## src/rtl/pulse_arbiter_if.sv

```systemverilog
// Request/grant bundle between the pulse arbiter and its requesters.
// The arbiter owns the slave side; requesters drive en/req through master.
interface pulse_arbiter_if #(
  parameter int NREQ = 4
);
  localparam int OW = $clog2(NREQ);

  logic            en;
  logic [NREQ-1:0] req;
  logic [NREQ-1:0] gnt;
  logic [NREQ-1:0] ack;
  logic            y_out;
  logic            busy;
  logic [1:0]      state;
  logic [OW-1:0]   owner;

  modport master (
    output en, req,
    input  gnt, ack, y_out, busy, state, owner
  );

  modport slave (
    input  en, req,
    output gnt, ack, y_out, busy, state, owner
  );
endinterface

```

## src/rtl/pulse_arbiter.sv

```systemverilog
// Round-robin arbiter granting one requester an ACT_LEN-cycle pulse burst followed by a GUARD_LEN cooldown.
// Start-to-start period ACT_LEN+GUARD_LEN+1; req/en only sampled in IDLE, outputs decode registered state only.
module pulse_arbiter #(
  parameter int NREQ      = 4,
  parameter int ACT_LEN   = 3,
  parameter int GUARD_LEN = 2
) (
  input logic            clk,
  input logic            rstn,
  pulse_arbiter_if.slave bus
);
  localparam int         OW         = $clog2(NREQ);
  localparam logic [3:0] ACT_LOAD   = 4'(ACT_LEN - 1);
  localparam logic [3:0] GUARD_LOAD = 4'((GUARD_LEN > 0) ? GUARD_LEN - 1 : 0);

  typedef enum logic [1:0] {
    IDLE   = 2'b00,
    ACTIVE = 2'b01,
    GUARD  = 2'b10
  } state_t;

  state_t            st_q, st_d;
  logic [3:0]        cnt_q, cnt_d;
  logic [OW-1:0]     owner_q, owner_d;
  logic [2*NREQ-1:0] req_dbl;
  logic [NREQ-1:0]   req_rot;
  logic [OW:0]       rot_sh;
  logic              win_vld;
  logic [OW-1:0]     win_idx;
  logic [NREQ-1:0]   owner_oh;
  logic              act;

  // Rotate req so bit 0 is the requester right after the last owner.
  assign req_dbl = {bus.req, bus.req};
  assign rot_sh  = {1'b0, owner_q} + (OW+1)'(1);
  assign req_rot = NREQ'(req_dbl >> rot_sh);

  always_comb begin
    win_vld = |bus.req;
    win_idx = owner_q;
    for (int k = NREQ - 1; k >= 0; k--) begin
      if (req_rot[k]) win_idx = OW'((int'(owner_q) + 1 + k) % NREQ);
    end
  end

  always_ff @(posedge clk or negedge rstn) begin
    if (!rstn) begin
      st_q    <= IDLE;
      cnt_q   <= '0;
      owner_q <= OW'(NREQ - 1);
    end else begin
      st_q    <= st_d;
      cnt_q   <= cnt_d;
      owner_q <= owner_d;
    end
  end

  always_comb begin
    st_d    = st_q;
    cnt_d   = cnt_q;
    owner_d = owner_q;
    case (st_q)
      IDLE: begin
        if (bus.en && win_vld) begin
          st_d    = ACTIVE;
          cnt_d   = ACT_LOAD;
          owner_d = win_idx;
        end
      end
      ACTIVE: begin
        if (cnt_q == 4'd0) begin
          if (GUARD_LEN > 0) begin
            st_d  = GUARD;
            cnt_d = GUARD_LOAD;
          end else begin
            st_d  = IDLE;
            cnt_d = '0;
          end
        end else begin
          cnt_d = cnt_q - 4'd1;
        end
      end
      GUARD: begin
        if (cnt_q == 4'd0) begin
          st_d = IDLE;
        end else begin
          cnt_d = cnt_q - 4'd1;
        end
      end
      default: begin
        st_d  = IDLE;
        cnt_d = '0;
      end
    endcase
  end

  assign owner_oh  = NREQ'(1) << owner_q;
  assign act       = (st_q == ACTIVE);
  assign bus.state = st_q;
  assign bus.y_out = act;
  assign bus.busy  = act || (st_q == GUARD);
  assign bus.gnt   = act ? owner_oh : '0;
  assign bus.ack   = (act && cnt_q == 4'd0) ? owner_oh : '0;
  assign bus.owner = owner_q;
endmodule

```

## src/flat_wrapper.sv

```systemverilog
// flat-port wrapper written by rule: the top's interface ports become plain ports
module pulse_arbiter_flat 
#(
  parameter int NREQ      = 4,
  parameter int ACT_LEN   = 3,
  parameter int GUARD_LEN = 2
)
  (clk, rstn, bus_en, bus_req, bus_gnt, bus_ack, bus_y_out, bus_busy, bus_state, bus_owner);
  pulse_arbiter_if #(.NREQ(NREQ)) bus_i ();
  input logic clk;
  input logic rstn;
  input wire logic [$bits(bus_i.en)-1:0] bus_en;
  input wire logic [$bits(bus_i.req)-1:0] bus_req;
  output wire logic [$bits(bus_i.gnt)-1:0] bus_gnt;
  output wire logic [$bits(bus_i.ack)-1:0] bus_ack;
  output wire logic [$bits(bus_i.y_out)-1:0] bus_y_out;
  output wire logic [$bits(bus_i.busy)-1:0] bus_busy;
  output wire logic [$bits(bus_i.state)-1:0] bus_state;
  output wire logic [$bits(bus_i.owner)-1:0] bus_owner;
  assign bus_i.en = bus_en;
  assign bus_i.req = bus_req;
  assign bus_gnt = bus_i.gnt;
  assign bus_ack = bus_i.ack;
  assign bus_y_out = bus_i.y_out;
  assign bus_busy = bus_i.busy;
  assign bus_state = bus_i.state;
  assign bus_owner = bus_i.owner;
  pulse_arbiter #(.NREQ(NREQ), .ACT_LEN(ACT_LEN), .GUARD_LEN(GUARD_LEN)) u_core (.clk(clk), .rstn(rstn), .bus(bus_i));
endmodule
```

## config.mk

```make
export PLATFORM = sky130hd
export DESIGN_NAME = pulse_arbiter_flat
export DESIGN_NICKNAME = d
export VERILOG_FILES = /design/src/rtl/pulse_arbiter_if.sv /design/src/rtl/pulse_arbiter.sv /design/src/flat_wrapper.sv
export SDC_FILE = /design/constraint.sdc
export NUM_CORES = 1
export LEC_CHECK = 0
export ABC_CLOCK_PERIOD_IN_PS = 3900
export BUFFER_PORTS_ARGS = -buffer_cell sky130_fd_sc_hd__buf_2
export CAP_MARGIN = 40
export CORE_MARGIN = 8
export CORE_UTILIZATION = 55
export DETAILED_ROUTE_END_ITERATION = 8
export PLACE_DENSITY = 0.82
export RECOVER_POWER = 25
export SYNTH_ARGS = -nofsm -noshare
export SYNTH_HDL_FRONTEND = slang
export SYNTH_SLANG_ARGS = --single-unit
```

## constraint.sdc

```tcl
create_clock -name clk -period 3.9 [get_ports clk]
set_input_delay 0.39 -clock clk [delete_from_list [all_inputs] [get_ports clk]]
set_output_delay 0.39 -clock clk [all_outputs]
set_load 0.02 [all_outputs]
```

==> results of run 1 <==
-- through the flow --
stage               power, mW  setup slack (ns)  hold slack [ns]  area [sq um]
floorplan               0.547              1.86           0.0944           782
global route            0.804              1.63            0.574           928
global placement        0.655              2.14            0.248           897
detailed placement      0.664              2.09            0.247           897
CTS                     0.736              1.79            0.499           930
finish                  0.733              1.78            0.546           928
-- final cells by class --
type                    count  area, sq um
multi-input cells          69          546
fillers                   112          389
flip-flops and latches      8          203
repair buffers             21          109
inverters                   8         30.0
clock buffers               3         22.5
well taps                  15         18.8
-- power by group through the flow --
stage                     clock network (mW)  logic [mW]  registers [mW]
after CTS                             0.0677       0.486           0.183
after global placement                     0       0.474           0.181
final                                 0.0661       0.482           0.184
after global routing                  0.0704       0.543           0.191
after detailed placement                   0       0.480           0.184
after floorplan                            0       0.351           0.196
-- what timing repair did --
item / CTS / global route
hold buffers: 1 / 0
hold endpoints to repair: 6 / 0
setup endpoints to repair: 0 / 0
resized for setup: 0 / 0
-- sequential cells by signal, indices dropped and copies added (netlist names) --
register	flops
u_core.bus.state	2
u_core.cnt_q	4
u_core.bus.owner	2
-- per-layer routing --
layer  track usage  up-vias  routed length, um  part of all wire
met2         0.201       23                731              0.43
met1         0.160      306                816              0.48
met5             0        -                  0                 0
li1              -      357                  -                 -
met3        0.0523        4                140             0.082
met4        0.0378        0                 17             0.010
-- kinds of logic after synthesis --
group                      count (synthesis)  share of synthesized area
buffers and inverters                      9                     0.0432
xor gates and xnor gates                   1                     0.0112
DFF                                        8                      0.259
muxes                                      2                     0.0432
AOI/OAI and AO/OA                         25                      0.246
adders and majority gates                 10                      0.160
and+or+nand+nor                           31                      0.237
-- synthesized netlist by cell type, types with 2 or more instances --
master and number:
ha_1 10, a21oi_1 8, and2_1 8, inv_1 8, dfrtp_1 6, nand2_1 5
nor2_1 3, nor3_1 3, o21bai_1 3, a22o_1 2, dfstp_2 2, nand2b_1 2
nor2b_1 2, o21ai_0 2, o31ai_1 2, or2_1 2
-- final timing paths --
path                                        to  slack (ns)  cells after the start
setup reg to reg               u_core.cnt_q[3]        2.06                      6
max in group asynchronous  u_core.bus.owner[0]        2.98                      2
hold / removal             u_core.bus.owner[0]        0.55                      3
hold reg to reg                u_core.cnt_q[1]        0.55                      2
setup / recovery                    bus_ack[1]        1.78                      5
min in group asynchronous      u_core.cnt_q[0]        0.58                      2
-- worst register-to-register path, cell delays in order (launching register included) --
cell and delay [ns]:
dfrtp_1 0.44, inv_1 0.12, ha_1 0.16, or3b_4 0.40
a2bb2oi_1 0.25, o21ai_0 0.13, a22o_1 0.23
==> metrics.cfg, run 1 <==
[worst_setup_path]
end_kind = primary output
crit_required_ns = 3.51
path_cells = inv_1 -> ha_1 -> nor3b_2 -> and2_1 -> buf_2
r2r-start = u_core.cnt_q[0]
crit_slowest_cell = dfrtp_1
worstSetupPathType = flop to primary output
critical_path.startpoint = u_core.cnt_q[0]
slowest_delay_ns = 0.44
cp.arrival_ns = 1.73
startpoint_type = flop
path_buf_inv = 2
path_delay_family = simple AND/OR/NAND/NOR gates
crit_fanout = 8

[power_and_ir_drop]
max-vdd-ir-drop_mv = 0.423
power_density_mw_per_mm2 = 789
sw_frac_of_total = 0.490
p_int_mw = 0.373
power_frac_comb = 0.658
leakage_nw = 0.458
power_frac_clock = 0.090
seqPwrFrac = 0.252
p_switching_mw = 0.359

[logic_synthesis]
synth_fp_nets = 103
avgSynthCellArea_sq_um = 9.09
synthTopCellsByArea = dfrtp_1 (19%), ha_1 (16%), dfstp_2 (6.7%), and2_1 (6.4%), a21oi_1 (5.1%)
synth_top_cell_by_area = dfrtp_1
synthesis.area_sq_um = 782
yosysWarnings = 0
synth_flop_cell = dfrtp_1
yosysTopAreaCellShare = 0.192
ys_ff_latch = 8
async_reset_ff_frac = 1.00
synth_cell_types = 34
postSynthCellCount = 86
synth-seq-area-share = 0.259
synth_edf_count = 0

[global_routing]
grt_pass1_wl_um = 2820
grt.overflow.total = 0
antenna_found_initial = 0
grt_pass1_vias = 653
grt_max_degree = 12
grt_use_total = 0.129

[finish]
syn2layout_area_growth_pct = 18.7
antenna_cells = 0
final_cell_mix = buf_2 (19), ha_1 (10), inv_1 (8), and2_1 (8), a21oi_1 (8)
drive_gt1_frac = 0.284
final_common_cell = buf_2
nets = 128
fin_util = 0.705
fin_cells = 124

[detailed_routing]
wl_per_cell_um = 13.8
via_count = 690
routed_wl_um = 1710
route.detailed.drc = 0
routed_via_density = 5.56
dr.pass1.iters = 6
ant_nets = 0
drt-initial-drc-count = 20

[floorplanning]
fp.dieW_um = 53.7
dieArea_sq_mm = 0.00288
core_area_sq_mm = 0.00132
die_h_um = 53.7
start_util = 0.594
pin_count = 21
num_rows = 13

[placement]
place_inst = 120
portBuffers = 20
hpwl_um = 1310
gp_congestion = 0.839

[cts]
clk_latency_ns = 0.26
cts_buffers = 3
cts.reportedPaths.clkPinSlew_ns = 0.06
h-tree-depth = 1
cts_tree = built
cts.path.max_buffers = 2
clkSinkCount = 8
post-cts-setup-buffers = 0
ctsRootBufferMaster = clkbuf_4

[min_path]
hp-start = bus_req[2]
min_path_type = input port to flop

[sta]
period_needed_ns = 2.12
slew_violations = 0
fin_skew_ns = 0.00370
tightest_slew_ns = 0.457
clock.fmax_mhz = 472
hold_violations = 0
finalSetupTns_ns = 0
relSlewSlack = 0.694
finalCritPeriodShare = 0.543
rsz0062_at_grt = false
setup_viol = 0

[status]
status = finished clean

[job]
drv_cap = 0

(Power assumes the default switching activity.)
==> inputs of run 2 (changes only) <==
--- a/config.mk
+++ b/config.mk
@@ -5,13 +5,13 @@
 export SDC_FILE = /design/constraint.sdc
 export NUM_CORES = 1
 export LEC_CHECK = 0
-export ABC_CLOCK_PERIOD_IN_PS = 3900
+export ABC_CLOCK_PERIOD_IN_PS = 1800
 export BUFFER_PORTS_ARGS = -buffer_cell sky130_fd_sc_hd__buf_2
 export CAP_MARGIN = 40
 export CORE_MARGIN = 8
-export CORE_UTILIZATION = 55
+export CORE_UTILIZATION = 46
 export DETAILED_ROUTE_END_ITERATION = 8
-export PLACE_DENSITY = 0.82
+export PLACE_DENSITY = 0.73
 export RECOVER_POWER = 25
 export SYNTH_ARGS = -nofsm -noshare
 export SYNTH_HDL_FRONTEND = slang
==> constraint.sdc (replaced) <==
create_clock -name clk -period 1.8 [get_ports clk]
set_input_delay 0.18 -clock clk [delete_from_list [all_inputs] [get_ports clk]]
set_output_delay 0.18 -clock clk [all_outputs]
set_load 0.02 [all_outputs]
==> run 2 against run 1 <==
Net effect: first-iteration DRC count down 10%; cell count up 8.9%; via count up 7.5%; die area grew 14%; largest cell class unchanged.
==> metrics.cfg, run 2 (synthesis results as in run 1) <==
[status]
status = finished clean  ; unchanged

[cts]
clk_latency_ns = 0.25  ; was 0.26 ns
cts_buffers = 3  ; unchanged
cts.reportedPaths.clkPinSlew_ns = 0.05  ; was 0.06 ns
cts.path.max_buffers = 2  ; unchanged
ctsRootBufferMaster = clkbuf_4  ; unchanged
clkSinkCount = 8  ; unchanged
h-tree-depth = 1  ; unchanged
cts_tree = built  ; unchanged

[placement]
hpwl_um = 1330  ; was 1310 um
gp_congestion = 0.901  ; was 0.839
place_inst = 124  ; was 120
portBuffers = 20  ; unchanged

[sta]
setup_viol = 0  ; unchanged
whs_ns = 0.352  ; was 0.546 ns
fin_skew_ns = 0.00137  ; was 0.00370 ns
slew_violations = 0  ; unchanged
rsz0062_at_grt = true  ; was false
clock.fmax_mhz = 577
period_needed_ns = 1.73
relSlewSlack = 0.707  ; was 0.694
tightest_slew_ns = 0.440  ; was 0.457 ns
hold_violations = 0  ; unchanged
finalCritPeriodShare = 0.963

[min_path]
min_path_type = input port to flop  ; unchanged

[detailed_routing]
dr.pass1.iters = 7  ; was 6
routed_via_density = 5.50  ; was 5.56
via_count = 742  ; was 690
wl_per_cell_um = 13.0  ; was 13.8 um
ant_nets = 0  ; unchanged
route.detailed.drc = 0  ; unchanged
routed_wl_um = 1750  ; was 1710 um
drt-initial-drc-count = 18  ; was 20

[finish]
drive_gt1_frac = 0.390  ; was 0.284
fin_cells = 135  ; was 124
final_cell_mix = buf_2 (15), buf_4 (11), ha_1 (9), a21oi_1 (8)  ; was buf_2 (19), ha_1 (10), inv_1 (8), and2_1 (8), a21oi_1 (8)
final_common_cell = buf_2  ; unchanged
regMostFlops = u_core.cnt_q  ; unchanged
syn2layout_area_growth_pct = 31.7  ; was 18.7%
nets = 136  ; was 128
layout.filler_cells = 143  ; was 112
antenna_cells = 0  ; unchanged
largest_register_ffs = 4  ; unchanged

[power_and_ir_drop]
sw_frac_of_total = 0.462  ; was 0.490
p_int_mw = 0.971  ; was 0.373 mW
power_frac_comb = 0.705  ; was 0.658
max-vdd-ir-drop_mv = 0.955  ; was 0.423 mV
leakage_nw = 0.499  ; was 0.458 nW
power_density_mw_per_mm2 = 1750  ; was 789 mW/mm^2
power_frac_clock = 0.082  ; was 0.090
p_total_mw = 1.81  ; was 0.733 mW
seqPwrFrac = 0.214  ; was 0.252
p_switching_mw = 0.835  ; was 0.359 mW

[floorplanning]
dieArea_sq_mm = 0.00328  ; was 0.00288 sq mm
fp.dieW_um = 57.2  ; was 53.7 um
die_h_um = 57.2  ; was 53.7 um
num_rows = 15  ; was 13
start_util = 0.468  ; was 0.594
pin_count = 21  ; unchanged
core_area_sq_mm = 0.00167  ; was 0.00132 sq mm

[global_routing]
grt_busiest_layer = met2  ; unchanged
grt.overflow.total = 0  ; unchanged
grt_use_total = 0.113  ; was 0.129
grt_util_met2 = 0.176  ; was 0.201
grt_pass1_wl_um = 2980  ; was 2820 um
use_met3 = 0.0650  ; was 0.0523
grt_pass1_vias = 691  ; was 653
antenna_found_initial = 0  ; unchanged
globalRouteMet1Util = 0.132  ; was 0.160
grt_max_degree = 12  ; unchanged

[worst_setup_path]
crit_required_ns = 1.94  ; was 3.51 ns
end_kind = flop  ; was primary output
startpoint_type = flop  ; unchanged
cp.arrival_ns = 1.88  ; was 1.73 ns
crit_fanout = 5  ; was 8
worstSetupPathType = flop to flop  ; was flop to primary output

[job]
drv_cap = 0  ; unchanged

==> run 2: layer usage <==
layer / routed length, um / share of wire / up-vias
li1: - / - / 375
met3: 211 / 0.12 / 0
met2: 816 / 0.47 / 37
met5: 0 / 0 / -
met1: 722 / 0.41 / 330
met4: 0 / 0 / 0
==> run 2: cell type report <==
cell class	count	area [sq um]	share of cell area
Inverter	8	32.5	0.0316
Timing Repair Buffer	29	183	0.177
Clock buffer	4	26.3	0.0255
Sequential cell	8	203	0.197
Multi-Input combinational cell	69	564	0.548
Tap cell	17	21.3	0.0207
==> run 2: worst max-delay path, cell delays in order (launching register included) <==
cell and delay, ns:
dfrtp_1 0.37, inv_1 0.07, ha_1 0.19, nor3b_4 0.16, buf_4 0.15, a22o_2 0.29, o21bai_1 0.16, a22o_1 0.22
==> run 2: what timing repair did <==
| action | CTS | global route |
|---|---|---|
| resized for setup | 2 | 9 |
| endpoints found under the hold margin | 8 | 0 |
| buffers inserted | 1 | 5 |
| hold buffers | 1 | 0 |
| setup endpoints to repair | 4 | 9 |
| cloned | 0 | 0 |
==> run 2: metrics by stage <==
| stage | cell area, sq um | util | setup WS (ns) | TNS, ns |
|---|---|---|---|---|
| final | 1030 | 0.616 | 0.0673 | 0 |
| after global routing | 1030 | 0.616 | -0.0177 | -0.0311 |
| after CTS | 968 | 0.580 | 0.00289 | 0 |
| after detailed placement | 918 | 0.550 | 0.0262 | 0 |
| after global placement | 918 | 0.550 | 0.113 | 0 |
| after floorplan | 787 | - | 0.00812 | 0 |
==> run 2: power groups by stage <==
stage | combinational (mW) | clock, mW | sequential [mW]
CTS | 1.15 | 0.156 | 0.391
global placement | 1.08 | 0 | 0.382
floorplan | 0.767 | 0 | 0.425
finish | 1.27 | 0.148 | 0.386
detailed placement | 1.10 | 0 | 0.385
global route | 1.41 | 0.170 | 0.403
==> run 2: worst paths after layout <==
path,start,end,cells after the start,slack [ns]
min in group asynchronous,rstn,u_core.bus.state[0],2,0.37
setup reg to reg,u_core.cnt_q[1],u_core.cnt_q[2],7,0.07
setup / recovery,u_core.cnt_q[1],u_core.cnt_q[2],7,0.07
max in group asynchronous,rstn,u_core.bus.owner[0],2,1.10
hold reg to reg,u_core.bus.state[1],u_core.bus.state[1],2,0.61
hold / removal,bus_req[2],u_core.bus.owner[0],3,0.35
==> inputs of run 3 (changes only) <==
--- a/config.mk
+++ b/config.mk
@@ -6,12 +6,12 @@
 export NUM_CORES = 1
 export LEC_CHECK = 0
 export ABC_CLOCK_PERIOD_IN_PS = 1800
-export BUFFER_PORTS_ARGS = -buffer_cell sky130_fd_sc_hd__buf_2
 export CAP_MARGIN = 40
 export CORE_MARGIN = 8
-export CORE_UTILIZATION = 46
+export CORE_UTILIZATION = 54
 export DETAILED_ROUTE_END_ITERATION = 8
-export PLACE_DENSITY = 0.73
+export DONT_BUFFER_PORTS = 1
+export PLACE_DENSITY = 0.71
 export RECOVER_POWER = 25
 export SYNTH_ARGS = -nofsm -noshare
 export SYNTH_HDL_FRONTEND = slang
==> run 3 against run 2 <==
Net effect: clock skew grew 0.0052 ns; largest power group unchanged; highest routed layer is now met4; sequential share of layout area up 1.3 points; combinational power hardly changed; fmax down 1.0%; cell count shrank 11%; first-iteration DRC count down 33%; critical path type is now flop to primary output; routed wire length grew 11%; worst setup slack got worse by 0.018 ns.
==> metrics.cfg, run 3 (synthesis results as in run 1) <==
[status]
status = finished clean  ; unchanged

[detailed_routing]
top_layer = met4  ; was met3
met1_length_um = 769  ; was 722 um
dr.pass1.iters = 4  ; was 7
routed_wl_um = 1950  ; was 1750 um
wl_met3_um = 155  ; was 211 um
via_count = 717  ; was 742
met2_length_um = 951  ; was 816 um
routed_via_density = 5.98  ; was 5.50
wl_per_cell_um = 16.2  ; was 13.0 um
drt-initial-drc-count = 12  ; was 18
ant_nets = 0  ; unchanged
route.detailed.drc = 0  ; unchanged

[sta]
tightest_slew_ns = 0.384  ; was 0.440 ns
fin_ws_ns = 0.0494  ; was 0.0673 ns
relSlewSlack = 0.743  ; was 0.707
slew_violations = 0  ; unchanged
period_needed_ns = 1.75  ; was 1.73 ns
clock.fmax_mhz = 571  ; was 577 MHz
finalCritPeriodShare = 0.973  ; was 0.963
fin_skew_ns = 0.00653  ; was 0.00137 ns
setup_viol = 0  ; unchanged
hold_violations = 0  ; unchanged

[power_and_ir_drop]
power_frac_clock = 0.090  ; was 0.082
max-vdd-ir-drop_mv = 1.00  ; was 0.955 mV
leakage_nw = 0.450  ; was 0.499 nW
p_switching_mw = 0.848  ; was 0.835 mW
sw_frac_of_total = 0.468  ; was 0.462
p_total_mw = 1.81  ; about the same
seqPwrFrac = 0.216  ; was 0.214
power_density_mw_per_mm2 = 1870  ; was 1750 mW/mm^2
p_int_mw = 0.962  ; was 0.971 mW
power_frac_comb = 0.693  ; was 0.705

[worst_setup_path]
r2r_setup_slack_ns = 0.07  ; about the same
r2r-start = u_core.cnt_q[0]  ; was u_core.cnt_q[1]
crit_fanout = 6  ; was 5
crit_slowest_cell = dfstp_2  ; was dfrtp_1
r2r-end = u_core.cnt_q[3]  ; was u_core.cnt_q[2]
end_kind = primary output  ; was flop
startpoint_type = flop  ; unchanged
cp.arrival_ns = 1.57  ; was 1.88 ns
slowest_delay_ns = 0.65  ; was 0.37 ns
crit_required_ns = 1.62  ; was 1.94 ns
worstSetupPathType = flop to primary output  ; was flop to flop
r2r_cells = 6  ; was 7
path_cells = inv_2 -> ha_1 -> and2_2 -> and2_4  ; was inv_1 -> ha_1 -> nor3b_4 -> buf_4 -> a22o_2 -> o21bai_1 -> a22o_1

[global_routing]
grt_pass1_wl_um = 3030  ; was 2980 um
grt.overflow.total = 0  ; unchanged
grt_max_degree = 9  ; was 12
grt_pass1_vias = 679  ; was 691
grt_use_total = 0.139  ; was 0.113
antenna_found_initial = 0  ; unchanged

[finish]
largest_register_ffs = 4  ; unchanged
nets = 123  ; was 136
drive_gt1_frac = 0.324  ; was 0.390
final_common_cell = buf_4  ; was buf_2
regMostFlops = u_core.cnt_q  ; unchanged
final_cell_mix = buf_4 (15), ha_1 (10), a21oi_1 (8), inv_1 (7), dfrtp_1 (6)  ; was buf_2 (15), buf_4 (11), ha_1 (9), a21oi_1 (8)
syn2layout_area_growth_pct = 23.5  ; was 31.7%
antenna_cells = 0  ; unchanged

[floorplanning]
num_rows = 13  ; was 15
core_area_sq_mm = 0.00133  ; was 0.00167 sq mm
pin_count = 21  ; unchanged
die_h_um = 54.1  ; was 57.2 um
dieArea_sq_mm = 0.00292  ; was 0.00328 sq mm
fp.dieW_um = 54.1  ; was 57.2 um
start_util = 0.586  ; was 0.468

[cts]
h-tree-depth = 1  ; unchanged
clkSinkCount = 8  ; unchanged
cts_tree = built  ; unchanged
cts.reportedPaths.clkPinSlew_ns = 0.06  ; was 0.05 ns
cts_buffers = 3  ; unchanged
clk_latency_ns = 0.27  ; was 0.25 ns
ctsRootBufferMaster = clkbuf_4  ; unchanged
cts.path.max_buffers = 2  ; unchanged

[placement]
hpwl_um = 1480  ; was 1330 um
preCtsSetupSlack_ns = 0.0275  ; was 0.0262 ns
gp_congestion = 0.830  ; was 0.901
portBuffers = 0  ; was 20

[job]
drv_cap = 0  ; unchanged

[min_path]
min_path_type = input port to flop  ; unchanged
hp-start = bus_req[2]  ; unchanged
holdPathEnd = u_core.bus.owner[0]  ; unchanged
holdPathStages = 2  ; was 3

==> run 3: cell count changes in the layout (fill, tap and decap cells not counted) <==
cell,change
ha_1,+1
ha_2,-1
and2_1,-2
and2_2,+1
clkbuf_1,-1
buf_4,+4
inv_4,-1
inv_1,+1
buf_6,-1
buf_2,-15
and2_4,+1
==> run 3: power by group through the flow <==
| stage | logic, mW | clock network [mW] | registers (mW) |
|---|---|---|---|
| finish | 1.26 | 0.163 | 0.392 |
| detailed placement | 1.12 | 0 | 0.390 |
| CTS | 1.20 | 0.158 | 0.394 |
| global route | 1.39 | 0.177 | 0.406 |
| floorplan | 0.767 | 0 | 0.425 |
| global placement | 1.09 | 0 | 0.384 |
==> run 3: layout make-up <==
| cell class | instances | area [sq um] |
|---|---|---|
| Fill cell | 112 | 368 |
| Multi-Input combinational cell | 69 | 566 |
| Inverter | 8 | 30.0 |
| Sequential cell | 8 | 203 |
| Clock buffer | 4 | 26.3 |
| Timing Repair Buffer | 16 | 123 |
| Tap cell | 15 | 18.8 |
==> run 3: critical path, delay by kind of cell (launching register included) <==
family / cells / cell delay [ns]
flip-flops: 1 / 0.65
AND/OR/NAND/NOR: 2 / 0.37
adder cells (fa/ha/maj): 1 / 0.19
buffers and inverters: 1 / 0.09
==> run 3: through the flow <==
stage / hold WS [ns] / setup TNS, ns / cell area [sq um] / cells / utilization
after floorplan: -0.116 / 0 / 787 / 86 / -
after global placement: -0.115 / 0 / 883 / 111 / 0.662
after detailed placement: -0.115 / 0 / 883 / 111 / 0.662
after CTS: 0.198 / 0 / 950 / 119 / 0.712
after global routing: 0.224 / -0.0107 / 966 / 120 / 0.724
final: 0.198 / 0 / 966 / 120 / 0.724
==> run 3: worst max path at each step <==
stage	start	endpoint	slack (ns)	cells past startpoint
final	u_core.bus.owner[0]	bus_ack[2]	0.05	4
after floorplan	u_core.bus.state[1]	u_core.cnt_q[3]	0.008	7
after global routing	u_core.cnt_q[0]	u_core.cnt_q[3]	-0.01	6
after CTS	u_core.cnt_q[1]	u_core.cnt_q[3]	0.004	6
after detailed placement	u_core.cnt_q[1]	u_core.cnt_q[3]	0.03	6
after global placement	u_core.cnt_q[1]	u_core.cnt_q[3]	0.12	6
==> run 3: metal layers <==
layer,up-vias,track usage
li1,350,-
met1,333,0.157
met2,25,0.232
met3,9,0.0303
met4,0,0.0861
met5,-,0
==> run 3: what timing repair did <==
action                                  4_1_cts  5_1_grt
buffers inserted                              3        1
endpoints found under the setup margin        4        4
hold buffers                                  1        0
gates resized for setup                       3        3
endpoints found under the hold margin         8        0
